`config.mk`:
```
export PLATFORM = sky130hd
export DESIGN_NAME = config_frame_scheduler
export DESIGN_NICKNAME = d
export VERILOG_FILES = /design/src/rtl/config_frame_pkg.sv /design/src/rtl/config_frame_scheduler_decoder.sv /design/src/rtl/config_frame_scheduler.sv
export SDC_FILE = /design/constraint.sdc
export NUM_CORES = 1
export LEC_CHECK = 0
export ABC_CLOCK_PERIOD_IN_PS = 4900
export BUFFER_PORTS_ARGS = -buffer_cell sky130_fd_sc_hd__buf_2
export CELL_PAD_IN_SITES_DETAIL_PLACEMENT = 1
export CELL_PAD_IN_SITES_GLOBAL_PLACEMENT = 1
export CORE_AREA = 3 3 288 290
export CTS_BUF_LIST = sky130_fd_sc_hd__clkbuf_2
export DETAILED_ROUTE_END_ITERATION = 8
export DIE_AREA = 0 0 291 293
export PLACE_DENSITY = 0.58
export SETUP_SLACK_MARGIN = 0.3
export SLEW_MARGIN = 5
export SYNTH_ARGS = -nofsm -noshare
export SYNTH_HDL_FRONTEND = slang
export SYNTH_HIERARCHICAL = 1
export SYNTH_SLANG_ARGS = --single-unit
```
`constraint.sdc`:
```
create_clock -name CLK -period 4.9 [get_ports CLK]
set_input_delay 0.98 -clock CLK [delete_from_list [all_inputs] [get_ports CLK]]
set_output_delay 0.98 -clock CLK [all_outputs]
set_load 0.01 [all_outputs]
```
`src/rtl/config_frame_pkg.sv`:
```
// Shared constants, FSM state type and CRC helper for the
// configuration frame scheduler.
package config_frame_pkg;

    localparam logic [31:0] SYNC_WORD = 32'hFAB0_FAB1;
    localparam logic [7:0]  OP_WRITE  = 8'h01;
    localparam logic [7:0]  OP_END    = 8'h0F;
    localparam logic [31:0] CRC_POLY  = 32'h04C1_1DB7;
    localparam logic [31:0] CRC_INIT  = 32'hFFFF_FFFF;

    typedef enum logic [2:0] {
        S_IDLE,
        S_HDR,
        S_DATA,
        S_SKIP,
        S_STROBE,
        S_CRC
    } state_e;

    // MSB-first CRC-32 over one word, no reflection, no final xor
    function automatic logic [31:0] crc32_word(
        input logic [31:0] crc,
        input logic [31:0] data
    );
        logic [31:0] c;
        c = crc;
        for (int i = 31; i >= 0; i--) begin
            if (c[31] ^ data[i])
                c = {c[30:0], 1'b0} ^ CRC_POLY;
            else
                c = {c[30:0], 1'b0};
        end
        return c;
    endfunction

endpackage

```
`src/rtl/config_frame_scheduler_decoder.sv`:
```
// Column/frame address to one-hot FrameStrobe conversion.
// Output is all-zero whenever the enable is low.
module frame_strobe_decoder #(
    parameter int NUM_COLUMNS = 10,
    parameter int MAX_FRAMES  = 20
) (
    input  logic [7:0]                        col_i,
    input  logic [4:0]                        frame_i,
    input  logic                              en_i,
    output logic [NUM_COLUMNS*MAX_FRAMES-1:0] strobe_o
);

    localparam int W = NUM_COLUMNS * MAX_FRAMES;

    logic [31:0] idx;

    // Flat bit index col*MAX_FRAMES+frame, one bit set when enabled
    always_comb begin
        idx      = 32'(col_i) * 32'(MAX_FRAMES) + 32'(frame_i);
        strobe_o = '0;
        for (int i = 0; i < W; i++) begin
            if (en_i && (idx == 32'(i)))
                strobe_o[i] = 1'b1;
        end
    end

endmodule

```
`src/rtl/config_frame_scheduler.sv`:
```
// Bitstream word stream to FABulous frame writes.
// Optional CRC check of the loaded data: define CONFIG_FRAME_CRC_EN.
module config_frame_scheduler
    import config_frame_pkg::*;
#(
    parameter int NUM_ROWS    = 16,
    parameter int NUM_COLUMNS = 10,
    parameter int MAX_FRAMES  = 20
) (
    input  logic                              CLK,
    input  logic                              resetn,
    input  logic [31:0]                       s_data,
    input  logic                              s_valid,
    output logic                              s_ready,
    output logic [NUM_ROWS*32-1:0]            FrameData,
    output logic [NUM_COLUMNS*MAX_FRAMES-1:0] FrameStrobe,
    output logic                              busy,
    output logic                              done,
    output logic                              err
`ifdef CONFIG_FRAME_CRC_EN
    ,
    output logic                              crc_err
`endif
);

    localparam int RW = (NUM_ROWS > 1) ? $clog2(NUM_ROWS) : 1;
    localparam logic [RW-1:0] LAST_ROW = RW'(NUM_ROWS - 1);
    localparam logic [31:0] NCOL = 32'(NUM_COLUMNS);
    localparam logic [31:0] NFRM = 32'(MAX_FRAMES);

    state_e        state_q;
    logic          s_ready_q;
    logic          done_q;
    logic          err_q;
    logic [RW-1:0] row_cnt_q;
    logic [7:0]    col_q;
    logic [4:0]    frame_q;
    logic [31:0]   rows_q [NUM_ROWS];

`ifdef CONFIG_FRAME_CRC_EN
    logic [31:0]   crc_q;
    logic          crc_err_q;
`endif

    logic          acc;
    logic [7:0]    opcode;
    logic          is_write;
    logic          is_end;
    logic          addr_ok;
    logic          unused_bits;

    assign acc      = s_valid & s_ready_q;
    assign opcode   = s_data[31:24];
    assign is_write = (opcode == OP_WRITE);
    assign is_end   = (opcode == OP_END);
    assign addr_ok  = ({24'd0, s_data[23:16]} < NCOL)
                   && ({27'd0, s_data[4:0]} < NFRM);
    assign unused_bits = ^s_data[15:5];

    // Packet sequencer: header decode, row fill, strobe, sticky flags
    always_ff @(posedge CLK or negedge resetn) begin
        if (!resetn) begin
            state_q   <= S_IDLE;
            s_ready_q <= 1'b0;
            done_q    <= 1'b0;
            err_q     <= 1'b0;
            row_cnt_q <= '0;
            col_q     <= '0;
            frame_q   <= '0;
            for (int r = 0; r < NUM_ROWS; r++)
                rows_q[r] <= '0;
`ifdef CONFIG_FRAME_CRC_EN
            crc_q     <= CRC_INIT;
            crc_err_q <= 1'b0;
`endif
        end else begin
            s_ready_q <= 1'b1;
            unique case (state_q)
                S_IDLE: begin
                    if (acc && (s_data == SYNC_WORD)) begin
                        done_q  <= 1'b0;
                        err_q   <= 1'b0;
                        state_q <= S_HDR;
`ifdef CONFIG_FRAME_CRC_EN
                        crc_q     <= CRC_INIT;
                        crc_err_q <= 1'b0;
`endif
                    end
                end
                S_HDR: begin
                    if (acc) begin
                        row_cnt_q <= '0;
                        unique case (1'b1)
                            is_write && addr_ok: begin
                                col_q   <= s_data[23:16];
                                frame_q <= s_data[4:0];
                                state_q <= S_DATA;
                            end
                            is_write && !addr_ok: begin
                                err_q   <= 1'b1;
                                state_q <= S_SKIP;
                            end
                            is_end: begin
`ifdef CONFIG_FRAME_CRC_EN
                                state_q <= S_CRC;
`else
                                done_q  <= 1'b1;
                                state_q <= S_IDLE;
`endif
                            end
                            default: begin
                                err_q   <= 1'b1;
                                state_q <= S_IDLE;
                            end
                        endcase
                    end
                end
                S_DATA: begin
                    if (acc) begin
                        rows_q[row_cnt_q] <= s_data;
`ifdef CONFIG_FRAME_CRC_EN
                        crc_q <= crc32_word(crc_q, s_data);
`endif
                        if (row_cnt_q == LAST_ROW) begin
                            row_cnt_q <= '0;
                            s_ready_q <= 1'b0;
                            state_q   <= S_STROBE;
                        end else begin
                            row_cnt_q <= row_cnt_q + RW'(1);
                        end
                    end
                end
                S_SKIP: begin
                    if (acc) begin
                        if (row_cnt_q == LAST_ROW) begin
                            row_cnt_q <= '0;
                            state_q   <= S_HDR;
                        end else begin
                            row_cnt_q <= row_cnt_q + RW'(1);
                        end
                    end
                end
                S_STROBE: begin
                    state_q <= S_HDR;
                end
`ifdef CONFIG_FRAME_CRC_EN
                S_CRC: begin
                    if (acc) begin
                        done_q  <= 1'b1;
                        state_q <= S_IDLE;
                        if (s_data != crc_q) begin
                            err_q     <= 1'b1;
                            crc_err_q <= 1'b1;
                        end
                    end
                end
`endif
                default: begin
                    state_q <= S_IDLE;
                end
            endcase
        end
    end

    // Row registers flattened onto the frame data bus, row 0 lowest
    for (genvar g = 0; g < NUM_ROWS; g++) begin : g_rows
        assign FrameData[g*32 +: 32] = rows_q[g];
    end

    frame_strobe_decoder #(
        .NUM_COLUMNS (NUM_COLUMNS),
        .MAX_FRAMES  (MAX_FRAMES)
    ) u_dec (
        .col_i    (col_q),
        .frame_i  (frame_q),
        .en_i     (state_q == S_STROBE),
        .strobe_o (FrameStrobe)
    );

    assign s_ready = s_ready_q;
    assign busy    = (state_q != S_IDLE);
    assign done    = done_q;
    assign err     = err_q;
`ifdef CONFIG_FRAME_CRC_EN
    assign crc_err = crc_err_q;
`endif

endmodule

```
==> results summary, run 1 <==
The cell area that synthesis handed to floorplanning was roughly 23,000 sq um. In this run the power spent charging and discharging nets is roughly 2.3 mW. The headroom to the max-slew limit is approximately 17%. The worst-case clock buffer depth is 3. The proportion of power drawn by flip-flops and latches came out at a little under three fifths.

The number of global-route vias before repair came out at between 15,000 and 20,000. In this run the worst hold path is classified as input port to flop. The post-route total power is ~8.0 mW. The overall via count from detail_route is around 18,000. The worst-case IR drop observed on VDD is ~0.15 mV.

The checks that failed: negative setup slack. On the worst path, the slowest cell contributes a delay of around 540 ps. The number of violations of the max-capacitance limit came out at 0.

Setup violations remaining at the end of the flow were counted as 200. The cell with the most instances on the worst path is sky130_fd_sc_hd__ha_4. The number of warnings printed during yosys synthesis came out at 6. When the netlist entered floorplanning its net count stood at 1,677. The first detailed-routing pass ran for 5 iterations. Leaving out fill and tap cells, the most frequent cell in the layout is sky130_fd_sc_hd__buf_2.

The number of buffers and inverters on the critical path is 3. For this block, the initial DRC count from the detailed router was between 600 and 700. In the final layout, the share of cells above drive strength 1 is about 70%. Including well taps, the total number of placed cells is between 3,000 and 4,000. The family of cells with the greatest summed delay on the critical path is simple AND/OR/NAND/NOR gates.

The synthesized instance count is 1,621. In this run the critical register-to-register path is launched from state_q[2]. At the end of the flow, the number of nets in the layout was approximately 2,600. The share of synthesized registers carrying an async set or reset is 100%.

The number of sinks on the clock net came out at 535. Global routing consumed, over all layers together, around 22% of the routing resources. The cell sitting at the root of the clock tree is a sky130_fd_sc_hd__clkbuf_2.

The worst setup path is captured at an output port. The top cell types in the final layout, fill and taps aside, are sky130_fd_sc_hd__buf_2 (674), sky130_fd_sc_hd__dfrtp_1 (535), sky130_fd_sc_hd__mux2_2 (377). After synthesis, flip-flops and latches occupy between 50% and 60% of the total area. The internal cell power came out at 5.72 mW. Once detail routing completed, the nets flagged for antenna violations numbered 0.

The layout-stage area growth over the synthesis result came out at 38.3%. The top fanout value on the critical path came out at 8. The number of top-level design ports came out at between 700 and 800. The maximum clock rate is between 150 and 200 MHz. The relative contribution of combinational cells to total power is between 3 and 4%. At the pin with the least slew margin, the transition time is 1250 ps.

The final worst-path setup slack is -827 ps. The total leakage power is between 15 and 20 nW. The number of buffers added by the clock tree synthesis step is about 150. The worst hold path begins at s_data[14].

Among all stages on the critical path, the largest delay is contributed by sky130_fd_sc_hd__or4b_4. The area of the die is about 85,000 sq um. The area occupied by multi-input gates came out at between 10,000 and 15,000 sq um. The summed negative setup slack over all endpoints is -136,430 ps. With fillers left out, the area of the finished cells amounts to 31,800 sq um.

Setup repair after global routing could not meet its margin everywhere. The floorplan step defined a core boundary enclosing between 80,000 and 90,000 sq um. Excluding fillers, the count of instances in the completed layout stands at 3,680. Dividing total power by cell area gives a power density of approximately 250 nW/um^2. The area of placed instances came out at around 28,000 sq um. The synthesized area per cell is roughly 14 sq um.

The signal on the critical path passes through ha_4, ha_4, inv_2, fa_2, nand2b_4, or3b_4, or4b_4, a221oi_4, nand4_4, buf_12, nor3_2, buf_2. The insertion delay to the later sink of the worst-skew pair is about 1300 ps. The data required time of the worst path came out at 3920 ps. In this run the tool buffered the top-level ports with between 700 and 800 buffer cells. The combined flip-flop and latch cell area came out at between 10,000 and 15,000 sq um. The overall die height came out at between 200 and 300 um. The number of library cell types mapped by synthesis is 67. The clock share of power is between 40% and 50%.

The fill cell instance count of the final layout came out at 8,728. The switching power share of the total came out at 28.6%. The first global-routing pass estimated approximately 140 mm of wire. The final wirelength is between 90 and 100 mm. The clock skew came out at between 100 and 150 ps. The run finished, with violations left.

The weighted congestion at the end of routability-driven global placement came out at between 0.9 and 1. The placed wire-length estimate is approximately 66 mm. Entering global routing, the biggest net connects between 90 and 100 pins. The arrival time at the worst endpoint came out at approximately 4800 ps. The remaining global-route overflow came out at 0. Tracing the worst setup path back leads to its startpoint at col_q[3]. TritonCTS built the clock tree. Once the floorplan was initialized, standard cells occupied between 20 and 30% of the core. Among all flip-flop cells after synthesis, the most frequent one is sky130_fd_sc_hd__dfrtp_1. The category of the most critical setup path is flop to output port.

The minimum period implied by the final worst setup slack is 5730 ps. In the routed design, unresolved DRC markers number 0. The number of pins exceeding their max-slew limit in the final report is 0. The number of antenna violations at the first check in global routing is 5. Dividing the detail-routed wire length by the instance count gives ~27 um.

The number of core rows is 104. Dividing the detail-routed via count by the number of cells gives between 4 and 5. Dividing the final minimum period by the clock period gives 117%. The utilization after layout came out at between 30% and 40%. The post-synthesis sequential element count is between 500 and 600. The clock edge transition at the registers on the reported setup and hold paths came out at roughly 110 ps. The worst setup path is launched from a flop. The width of the die is between 200 and 300 um. Counting flops with a built-in enable in the synthesized netlist gives 0. The hold violation total from the final report is 0. The number of H-tree levels is 4.
-- metal layers --
metal | GRT usage [%] | vias to the layer above | wire length (um)
met3 | 6.59 | 241 | 6680
li1 | - | 7501 | -
met1 | 24.2 | 9185 | 36300
met2 | 40.6 | 719 | 51900
met5 | 0 | - | 19
met4 | 10.6 | 2 | 5090
-- state kept, by name, indices dropped and copies added (netlist names) --
| register | count |
|---|---|
| FrameData | 512 |
| col_q | 8 |
| done | 1 |
| err | 1 |
| frame_q | 5 |
| row_cnt_q | 4 |
| s_ready | 1 |
| state_q | 3 |
-- power by group through the flow --
stage	sequential (mW)	clock (mW)	combinational, mW
finish	4.41	3.35	0.251
global route	4.41	3.82	0.277
CTS	4.41	3.55	0.262
detailed placement	4.50	0	0.260
global placement	4.50	0	0.255
floorplan	4.50	0	0.0435
-- area by class of cell --
| cell class | instances | area share (%) |
|---|---|---|
| Timing Repair Buffer | 856 | 17.2 |
| Sequential cell | 535 | 42.2 |
| Multi-Input combinational cell | 957 | 32.0 |
| Inverter | 10 | 0.118 |
| Clock inverter | 54 | 1.03 |
| Clock buffer | 206 | 3.25 |
| Tap cell | 1060 | 4.18 |
| Antenna cell | 2 | 0.0158 |
-- through the flow --
step	hold WS [ps]	worst slack, ps
6_report	254	-827
5_1_grt	80.8	-1100
4_1_cts	22.8	-952
3_5_place_dp	469	234
2_1_floorplan	462	533
3_3_place_gp	462	318
-- kinds of logic after synthesis --
family / synth area share (%)
fa+ha+maj: 1.21
xor+xnor: 0.311
simple gates: 8.10
compound gates: 1.35
mux: 27.6
buf+inv: 3.18
flops: 58.3
-- repair_timing --
item	in CTS	in global routing
setup endpoints to repair	200	200
gates resized for setup	249	222
gates cloned	10	2
hold buffers	2	0
hold endpoints to repair	88	0
setup buffers	29	16
pin swaps	56	25
-- cell usage after synthesis, drive strengths merged, types with 2 or more instances --
master     n  area (sq um)
a211oi     3          27.5
a21oi      9          48.8
a22o       3          26.3
a2bb2oi    2          17.5
and2       3          21.3
and3       4          25.0
buf       55           452
clkbuf    64           240
dfrtp    535         13400
fa         2          40.0
ha        19           238
inv       10          37.5
mux2     521          6320
nand2     21          78.8
nand2b    11          68.8
nand3     30           220
nand4     16           106
nand4b     3          26.3
nor2     214           843
nor2b      7          43.8
nor3      29           175
nor3b      3          22.5
nor4       8          86.3
o21a       2          15.0
o21ai     12          60.1
o41ai      2          25.0
or2        4          25.0
or3        2          12.5
or3b       2          17.5
or4b       3          30.0
or4bb      2          22.5
xnor2      4          53.8
xor2       2          17.5
-- worst paths after layout --
path	end	slack, ps	cells after the start
min in group asynchronous	FrameData[12]	340	2
worst max-delay path	FrameStrobe[78]	-830	12
worst min register to register	done	480	1
worst max register to register	FrameData[474]	1890	6
max in group asynchronous	FrameData[194]	3290	4
worst min-delay path	FrameData[462]	250	2
(Power assumes the default switching activity.)
==> run 2, diff against run 1 <==
--- a/config.mk
+++ b/config.mk
@@ -10,12 +10,11 @@
 export CELL_PAD_IN_SITES_DETAIL_PLACEMENT = 1
 export CELL_PAD_IN_SITES_GLOBAL_PLACEMENT = 1
 export CORE_AREA = 3 3 288 290
-export CTS_BUF_LIST = sky130_fd_sc_hd__clkbuf_2
+export CTS_BUF_LIST = sky130_fd_sc_hd__clkbuf_8
 export DETAILED_ROUTE_END_ITERATION = 8
 export DIE_AREA = 0 0 291 293
 export PLACE_DENSITY = 0.58
 export SETUP_SLACK_MARGIN = 0.3
-export SLEW_MARGIN = 5
 export SYNTH_ARGS = -nofsm -noshare
 export SYNTH_HDL_FRONTEND = slang
 export SYNTH_HIERARCHICAL = 1
==> run 2 against run 1 <==
  * The flow still finishes with violations (negative setup slack)
  * Total power rose by 15%
  * Clock power rose by 35%
  * Clock-buffer cell count shrank 78
  * Design area up 2.5%
  * Sequential share of layout area down 1.0 points
  * Combinational power is essentially flat
  * Critical path type unchanged
==> results summary, run 2 (synthesis gave the netlist of run 1 again) <==
The flow ran to the end, but the final reports show violations. The checks that failed: negative setup slack. The number of pins exceeding their max-slew limit in the final report came out at 0. The maximum clock rate came out at about 200 MHz. In this run the worst hold path is classified as input port to async pin. The proportion of power drawn by flip-flops and latches came out at 48.2%. The top fanout value on the critical path came out at 8. Tracing the worst setup path back leads to its startpoint at col_q[3].

The met2 track demand over resource came out at 40.5%. The number of H-tree levels is 3. The worst setup path is captured at an output port. The area of the die came out at around 85,000 sq um. The number of violations of the max-capacitance limit came out at 0. The total of endpoints with negative setup slack in the final report is roughly 160.

Setup repair after global routing could not meet its margin everywhere. The number of I/O port buffers is 750. The number of core rows is 104.

The arrival time at the worst endpoint is a little over 4000 ps. The number of buffers inserted for hold repair after clock tree synthesis is 0. The final wirelength came out at slightly below 100 mm. The placed wire-length estimate came out at about 66 mm. Dividing the detail-routed wire length by the instance count gives 27.6 um. The post-route total power is 9.18 mW. The internal cell power is approximately 7 mW.

The summed negative setup slack over all endpoints came out at -15,690 ps. The first-pass detailed-route iteration total came out at 5. The worst reg2reg path startpoint is state_q[2]. The weighted congestion at the end of routability-driven global placement is approximately 0.9. For this configuration, the core starts out at a cell density of about 29%. The met3 capacity usage during global routing is 5.91%. The switching power total is between 2 and 2.5 mW.

The number of DRC markers in iteration 0 is 547. At the later pin of the worst-skew pair, clock insertion delay measures just over 700 ps. The number of antenna violations at the first check in global routing is 4. Combinational logic is responsible for 2.7% of the overall power. met2 is the most crowded layer. The overall via count from detail_route came out at ~17,000. CTS placed an instance of sky130_fd_sc_hd__clkbuf_8 at the clock tree root.

Summed over all layers, the global routing overflow is 0. The category of the most critical setup path is flop to output port. The total leakage power came out at ~18 nW. The number of sinks on the clock net is 535. In this run the critical register-to-register path is captured at FrameData[469]. Fill cells in the final layout number about 8,500. The number of nets with antenna violations after detailed routing is 0. The final worst-path setup slack came out at -212 ps. In this run switching power makes up between 20% and 30% of total power. The ratio of cells with drive above 1 in the final layout came out at approximately 70%. The library cell used most frequently in the layout, excluding fill and tap cells, is sky130_fd_sc_hd__buf_2.

The flip-flop count of the largest register after layout is a little over 500. The largest net degree at the start of global routing is 98. The clock skew came out at ~40 ps.

At the pin with the least slew margin, the transition time is about 1200 ps. No sink is reached through more buffers than the 3 on the longest clock path. The power density of the placed cells is between 200 and 300 nW/um^2. The aggregate global-route resource usage is between 20% and 30%. The total core area came out at 80,500 sq um.

For the worst flop-to-flop path, the logic depth is 6. The worst setup path is launched from a flop. The data required time of the worst path came out at 3920 ps. The number of instances in the placed design came out at between 3,000 and 4,000. The number of buffers added by the clock tree synthesis step came out at 96. Leaving out fill and tap cells, the most frequent cells in the layout are sky130_fd_sc_hd__buf_2 (674), sky130_fd_sc_hd__dfrtp_1 (535), sky130_fd_sc_hd__mux2_2 (377).

The number of top-level design ports came out at about 750. TritonCTS built the clock tree. The die is ~290 um wide. The first global-routing pass estimated 140 mm of wire. Of the available clock period, the critical path in the final layout requires 104%.

The clock network burns between 40 and 50% of the power. Setup slack on the worst reg-to-reg path comes out at 1990 ps. The utilization after layout is 40.4%. The clock edge transition at the registers on the reported setup and hold paths is roughly 60 ps.

Global routing used between 20% and 30% of the available met1 tracks. The net count reported at finish is 2,513. The layout-stage area growth over the synthesis result came out at 41.7%.

The number of global-route vias before repair was roughly 19,000. The hold violation total from the final report came out at 0. In the routed design, unresolved DRC markers number 0. The per-cell via count in the routed design came out at approximately 4.8. The headroom to the max-slew limit is about 18%. The overall die height is about 300 um. Leaving out filler cells and counting taps, the final layout contains 3,595. The minimum period implied by the final worst setup slack came out at about 5000 ps. VDD sags by at most roughly 0.19 mV.
[run 2: cell count changes in the layout (fill, tap and decap cells not counted), sizes merged]
cell and delta:
clkinvlp +1, diode +2, dlygate4sd3 -2, clkbuf -77, clkinv -35, inv +24
buf +2
[run 2: worst max path at each step]
| stage | endpoint | slack, ps |
|---|---|---|
| 4_1_cts | FrameStrobe[77] | -190 |
| 6_report | FrameStrobe[78] | -210 |
| 5_1_grt | FrameStrobe[71] | -380 |
| 2_1_floorplan | FrameStrobe[68] | 530 |
| 3_3_place_gp | FrameStrobe[199] | 320 |
| 3_5_place_dp | FrameStrobe[75] | 230 |
[run 2: metrics by stage]
stage          setup WS (ps)  instance area (sq um)  hold slack [ps]
5_1_grt                 -376                  32500              321
2_1_floorplan            533                  23000              462
3_5_place_dp             234                  27800              469
3_3_place_gp             318                  27800              462
6_report                -212                  32500              284
4_1_cts                 -194                  31400              304
[run 2: cell type report]
class | count | area, sq um | share of cell area, %
antenna | 4 | 10.0 | 0.0308
clock buffer | 128 | 1760 | 5.41
clock inverter | 44 | 319 | 0.981
inverter | 10 | 37.5 | 0.115
multi-input combinational | 957 | 10200 | 31.2
sequential | 535 | 13400 | 41.1
tap | 1060 | 1330 | 4.08
timing repair buffer | 857 | 5540 | 17.0
[run 2: worst max-delay path, cell delays in order (launching register included)]
cell                       delay [ps]
sky130_fd_sc_hd__dfrtp_1          410
sky130_fd_sc_hd__ha_4             260
sky130_fd_sc_hd__ha_4             160
sky130_fd_sc_hd__inv_2             60
sky130_fd_sc_hd__fa_2             440
sky130_fd_sc_hd__nand2b_4         160
sky130_fd_sc_hd__or3b_4           380
sky130_fd_sc_hd__or4b_4           540
sky130_fd_sc_hd__a221oi_4         310
sky130_fd_sc_hd__nand4_4          210
sky130_fd_sc_hd__buf_12           220
sky130_fd_sc_hd__nor3_2           130
sky130_fd_sc_hd__buf_2            160
[run 2: power by group through the flow]
stage | clock network (mW) | logic (mW) | registers, mW
floorplan | 0 | 0.0435 | 4.50
global route | 4.89 | 0.275 | 4.42
finish | 4.51 | 0.249 | 4.42
detailed placement | 0 | 0.260 | 4.50
global placement | 0 | 0.255 | 4.50
CTS | 4.66 | 0.260 | 4.42
[run 2: per-layer routing]
| metal | vias to the layer above | wire length [um] |
|---|---|---|
| li1 | 7317 | - |
| met2 | 720 | 51500 |
| met3 | 219 | 6610 |
| met4 | 0 | 5060 |
| met1 | 9117 | 36100 |
| met5 | - | 0 |
[run 2: repair_timing]
item / in CTS / in global routing
setup buffers: 29 / 18
pin swaps: 55 / 19
resized for setup: 251 / 222
gates cloned: 10 / 3
setup endpoints to repair: 200 / 200
==> run 3, diff against run 2 <==
--- a/config.mk
+++ b/config.mk
@@ -5,15 +5,16 @@
 export SDC_FILE = /design/constraint.sdc
 export NUM_CORES = 1
 export LEC_CHECK = 0
+export ABC_AREA = 1
 export ABC_CLOCK_PERIOD_IN_PS = 4900
 export BUFFER_PORTS_ARGS = -buffer_cell sky130_fd_sc_hd__buf_2
 export CELL_PAD_IN_SITES_DETAIL_PLACEMENT = 1
 export CELL_PAD_IN_SITES_GLOBAL_PLACEMENT = 1
-export CORE_AREA = 3 3 288 290
+export CORE_AREA = 3 3 289 291
 export CTS_BUF_LIST = sky130_fd_sc_hd__clkbuf_8
 export DETAILED_ROUTE_END_ITERATION = 8
-export DIE_AREA = 0 0 291 293
-export PLACE_DENSITY = 0.58
+export DIE_AREA = 0 0 292 294
+export PLACE_DENSITY = 0.61
 export SETUP_SLACK_MARGIN = 0.3
 export SYNTH_ARGS = -nofsm -noshare
 export SYNTH_HDL_FRONTEND = slang
==> run 3 against run 2 <==
  * The run now ends clean
  * Synthesized cell count rose by 53%
  * Worst setup slack improved by 670 ps
  * First-iteration DRC count rose by 120%
  * Routed wire length rose by 6.5%
  * Clock power rose by 2%
  * Die area rose by 0.69%
  * Critical path type unchanged
  * Largest cell class unchanged
==> results summary, run 3 <==
The total of endpoints with negative setup slack in the final report is 0. The longest clock path from root to sink contains 3 buffers. The summed negative setup slack over all endpoints came out at 0 ps. STA classifies the critical path startpoint as a flop. The depth of the worst register-to-register path is 4. The number of global-route vias before repair came out at around 23,000.

The commonest cells after synthesis are sky130_fd_sc_hd__nand2_1 (579), sky130_fd_sc_hd__dfrtp_1 (535), sky130_fd_sc_hd__o21ai_0 (487). For this run, global-route usage on met2 was measured as slightly above 40%. Global routing used 28.2% of the available met1 tracks. The analysis attributes to cell leakage a power of 15.5 nW. The overall via count from detail_route came out at about 22,000. The tightest min-delay check is of the input port to async pin type.

The post-synthesis sequential element count is approximately 540. After clock tree synthesis, the clock-pin slew on the worst setup and hold paths is ~60 ps. The ratio of final minimum period to clock period came out at between 90% and 100%. Before antenna repair, the detailed router went through 7 iterations. The cell at the root of the clock tree is sky130_fd_sc_hd__clkbuf_8. The aggregate global-route resource usage came out at approximately a quarter. about 750 I/O pins were placed. The number of antenna violations at the first check in global routing came out at 15.

After synthesis, flip-flops and latches occupy between 50 and 60% of the total area. The number of buffers added by the clock tree synthesis step is 96. For this run, global-route usage on met3 was measured as 8.09%. The worst setup path is captured at an output port. Walking the worst path, the cells encountered are ha_1, ha_1, inv_1, fa_2, nor2_4, buf_4, nand3_4, nand2_8, nor2_8, buf_16, nand3_2, nor2_1, buf_2.

Summing every instance area after synthesis gives between 20,000 and 25,000 sq um. The share of synthesized registers carrying an async set or reset is 100%. The worst reg2reg path startpoint is row_cnt_q[2]. In the final layout, the share of cells above drive strength 1 is between 30% and 40%. After synthesis, the cell types taking the most area are sky130_fd_sc_hd__dfrtp_1 (58%), sky130_fd_sc_hd__o21ai_0 (11%), sky130_fd_sc_hd__nand2_1 (9.5%), sky130_fd_sc_hd__nor2_1 (4.2%), sky130_fd_sc_hd__nand4_1 (3.8%). The headroom to the max-slew limit is 27.9%. After layout, the minimum clock period comes to between 4000 and 5000 ps.

The critical path is of the flop to output port type. sky130_fd_sc_hd__dfrtp_1 takes more of the synthesized area than any other cell. The largest net degree at the start of global routing is ~110. sky130_fd_sc_hd__nand2_1 is the most common cell in the netlist.

The number of violations of the max-capacitance limit came out at 0. After detailed routing, the average wire length per cell comes to roughly 24 um. The detailed router finished its first iteration with between 1,000 and 1,500 violations. In the routed design, unresolved DRC markers number 0. The top fanout value on the critical path came out at 32.

The width of the die is 292 um. The net count of the finished layout is 3,256. The worst register-to-register path ends at FrameData[202].

Summing internal, switching and leakage power gives slightly below 10 mW. The average instance in the mapped netlist occupies approximately 9 sq um. The effective utilization at floorplan came out at between 20 and 30%.

The number of sinks on the clock net came out at approximately 540. The number of library cell types mapped by synthesis came out at 33. The insertion delay to the later sink of the worst-skew pair is approximately 730 ps. The flow ran to the end, and the final reports show no timing, DRC or antenna violations.

The area of the die is 85,800 sq um. The most used routing layer in global routing is met2. Counting every net in the synthesized netlist gives around 2,500. The number of I/O port buffers is 750. The power density of the placed cells came out at about 330 nW/um^2.

The register with the most flip-flops in the layout has roughly 510 of them. The die is 294 um tall. Setup repair after global routing could not meet its margin everywhere. The arrival time at the worst endpoint is approximately 3500 ps.

The fraction of synthesized cell area taken by the top area cell type came out at 58.2%. The congestion estimate from routability-driven global placement came to 0.848. The worst stage delay on the critical path came out at roughly 560 ps.

The largest individual stage delay along the critical path comes from the cell sky130_fd_sc_hd__fa_2. After legalization and detailed placement, the total HPWL measured between 70 and 80 mm. The synthesized instance count is 2,485. TritonCTS built the clock tree.

The maximum resistive drop on vdd came out at about 0.26 mV. The remaining global-route overflow came out at 0. Grouping stages by cell kind, the critical path spends the most delay in adder cells.

The utilization after layout is a little under two fifths. The hold violation total from the final report is 0. The number of synthesized flops with an enable pin is 0. The number of hold buffers added after CTS was 0. Across the routed clock network, the largest skew measured is around 63 ps.

The number of nets with antenna violations after detailed routing came out at 0. The number of buffers and inverters on the critical path came out at 4. The number of H-tree levels came out at 3. The top cell types in the final layout, fill and taps aside, are sky130_fd_sc_hd__buf_2 (749), sky130_fd_sc_hd__nand2_1 (576), sky130_fd_sc_hd__dfrtp_1 (535).

The first global-routing pass estimated 155 mm of wire. The layout-stage area growth over the synthesis result is 31.5%. The per-cell via count in the routed design is approximately 5. For this run, the number of Yosys warnings is 6. For the pin with the worst max-slew slack, the measured transition is 1080 ps. The number of core rows came out at 104. The worst register-to-register path has a setup slack of 2210 ps.

The number of pins exceeding their max-slew limit in the final report was 0. The cell with the most instances on the worst path is sky130_fd_sc_hd__ha_1. STA puts the critical path data required time at ~4000 ps. The maximum clock rate came out at about 230 MHz. Among all flip-flop cells after synthesis, the most frequent one is sky130_fd_sc_hd__dfrtp_1. The most common cell after layout, fill and taps aside is sky130_fd_sc_hd__buf_2. The total core area is about 81,000 sq um. The final wirelength came out at about 110 mm.
-- run 3: cell count changes after synthesis, sizes merged, moves of 4 or more --
cell    before  now
nand2       21  582
mux2       521    0
o21ai       12  527
nand4       16  141
buf         55  132
nand3       30  105
inv         10   65
nor2       214  264
clkbuf      64   96
nor3        29    4
nand2b      11    0
nor2b        7    0
nor4         8    1
and3         4    0
-- run 3: report_power, final --
part	switching [mW]	leakage, nW	internal, mW
clock network	2.02	1.19	2.56
logic	0.514	6.83	0.189
registers	0.0768	7.44	4.54
-- run 3: metal layers --
metal	vias up	wire length, um
met3	232	9940
met1	10800	41200
met5	-	14
li1	9662	-
met2	955	50600
met4	4	4020
-- run 3: cell families after synthesis --
family | share of synthesized area (%)
AND/OR/NAND/NOR | 22.4
XOR/XNOR | 0.109
flip-flops | 58.2
buffers and inverters | 6.36
adder cells (fa/ha/maj) | 1.21
AO/OA/AOI/OAI | 11.7
-- run 3: repair_timing --
| action | CTS | global route |
|---|---|---|
| resized for setup | 19 | 17 |
| pin swaps | 9 | 7 |
| setup buffers | 17 | 4 |
| gates cloned | 7 | 4 |
| endpoints found under the setup margin | 200 | 169 |
-- run 3: layout make-up --
cell class | instances | area, sq um
Timing Repair Buffer | 840 | 4780
Fill cell | 9552 | 50600
Antenna cell | 6 | 15.0
Inverter | 65 | 244
Sequential cell | 535 | 13400
Tap cell | 1060 | 1330
Multi-Input combinational cell | 1662 | 8360
Clock inverter | 49 | 412
Clock buffer | 124 | 1710
-- run 3: worst max path at each step --
stage / start / endpoint / slack, ps / cells after the start
after floorplan: col_q[1] / FrameStrobe[144] / 1430 / 12
after global placement: col_q[1] / FrameStrobe[192] / 680 / 12
after detailed placement: col_q[1] / FrameStrobe[192] / 650 / 12
after CTS: col_q[0] / FrameStrobe[14] / 300 / 11
after global routing: col_q[3] / FrameStrobe[188] / 280 / 13
final: col_q[3] / FrameStrobe[179] / 460 / 13
-- run 3: stage by stage --
stage | setup slack (ps) | std cells | instance area, sq um | hold slack (ps)
2_1_floorplan | 1430 | 2485 | 23000 | 457
3_3_place_gp | 682 | 4130 | 27500 | 459
3_5_place_dp | 646 | 4130 | 27500 | 465
4_1_cts | 302 | 4327 | 30000 | 315
5_1_grt | 282 | 4339 | 30200 | 316
6_report | 457 | 4341 | 30200 | 263
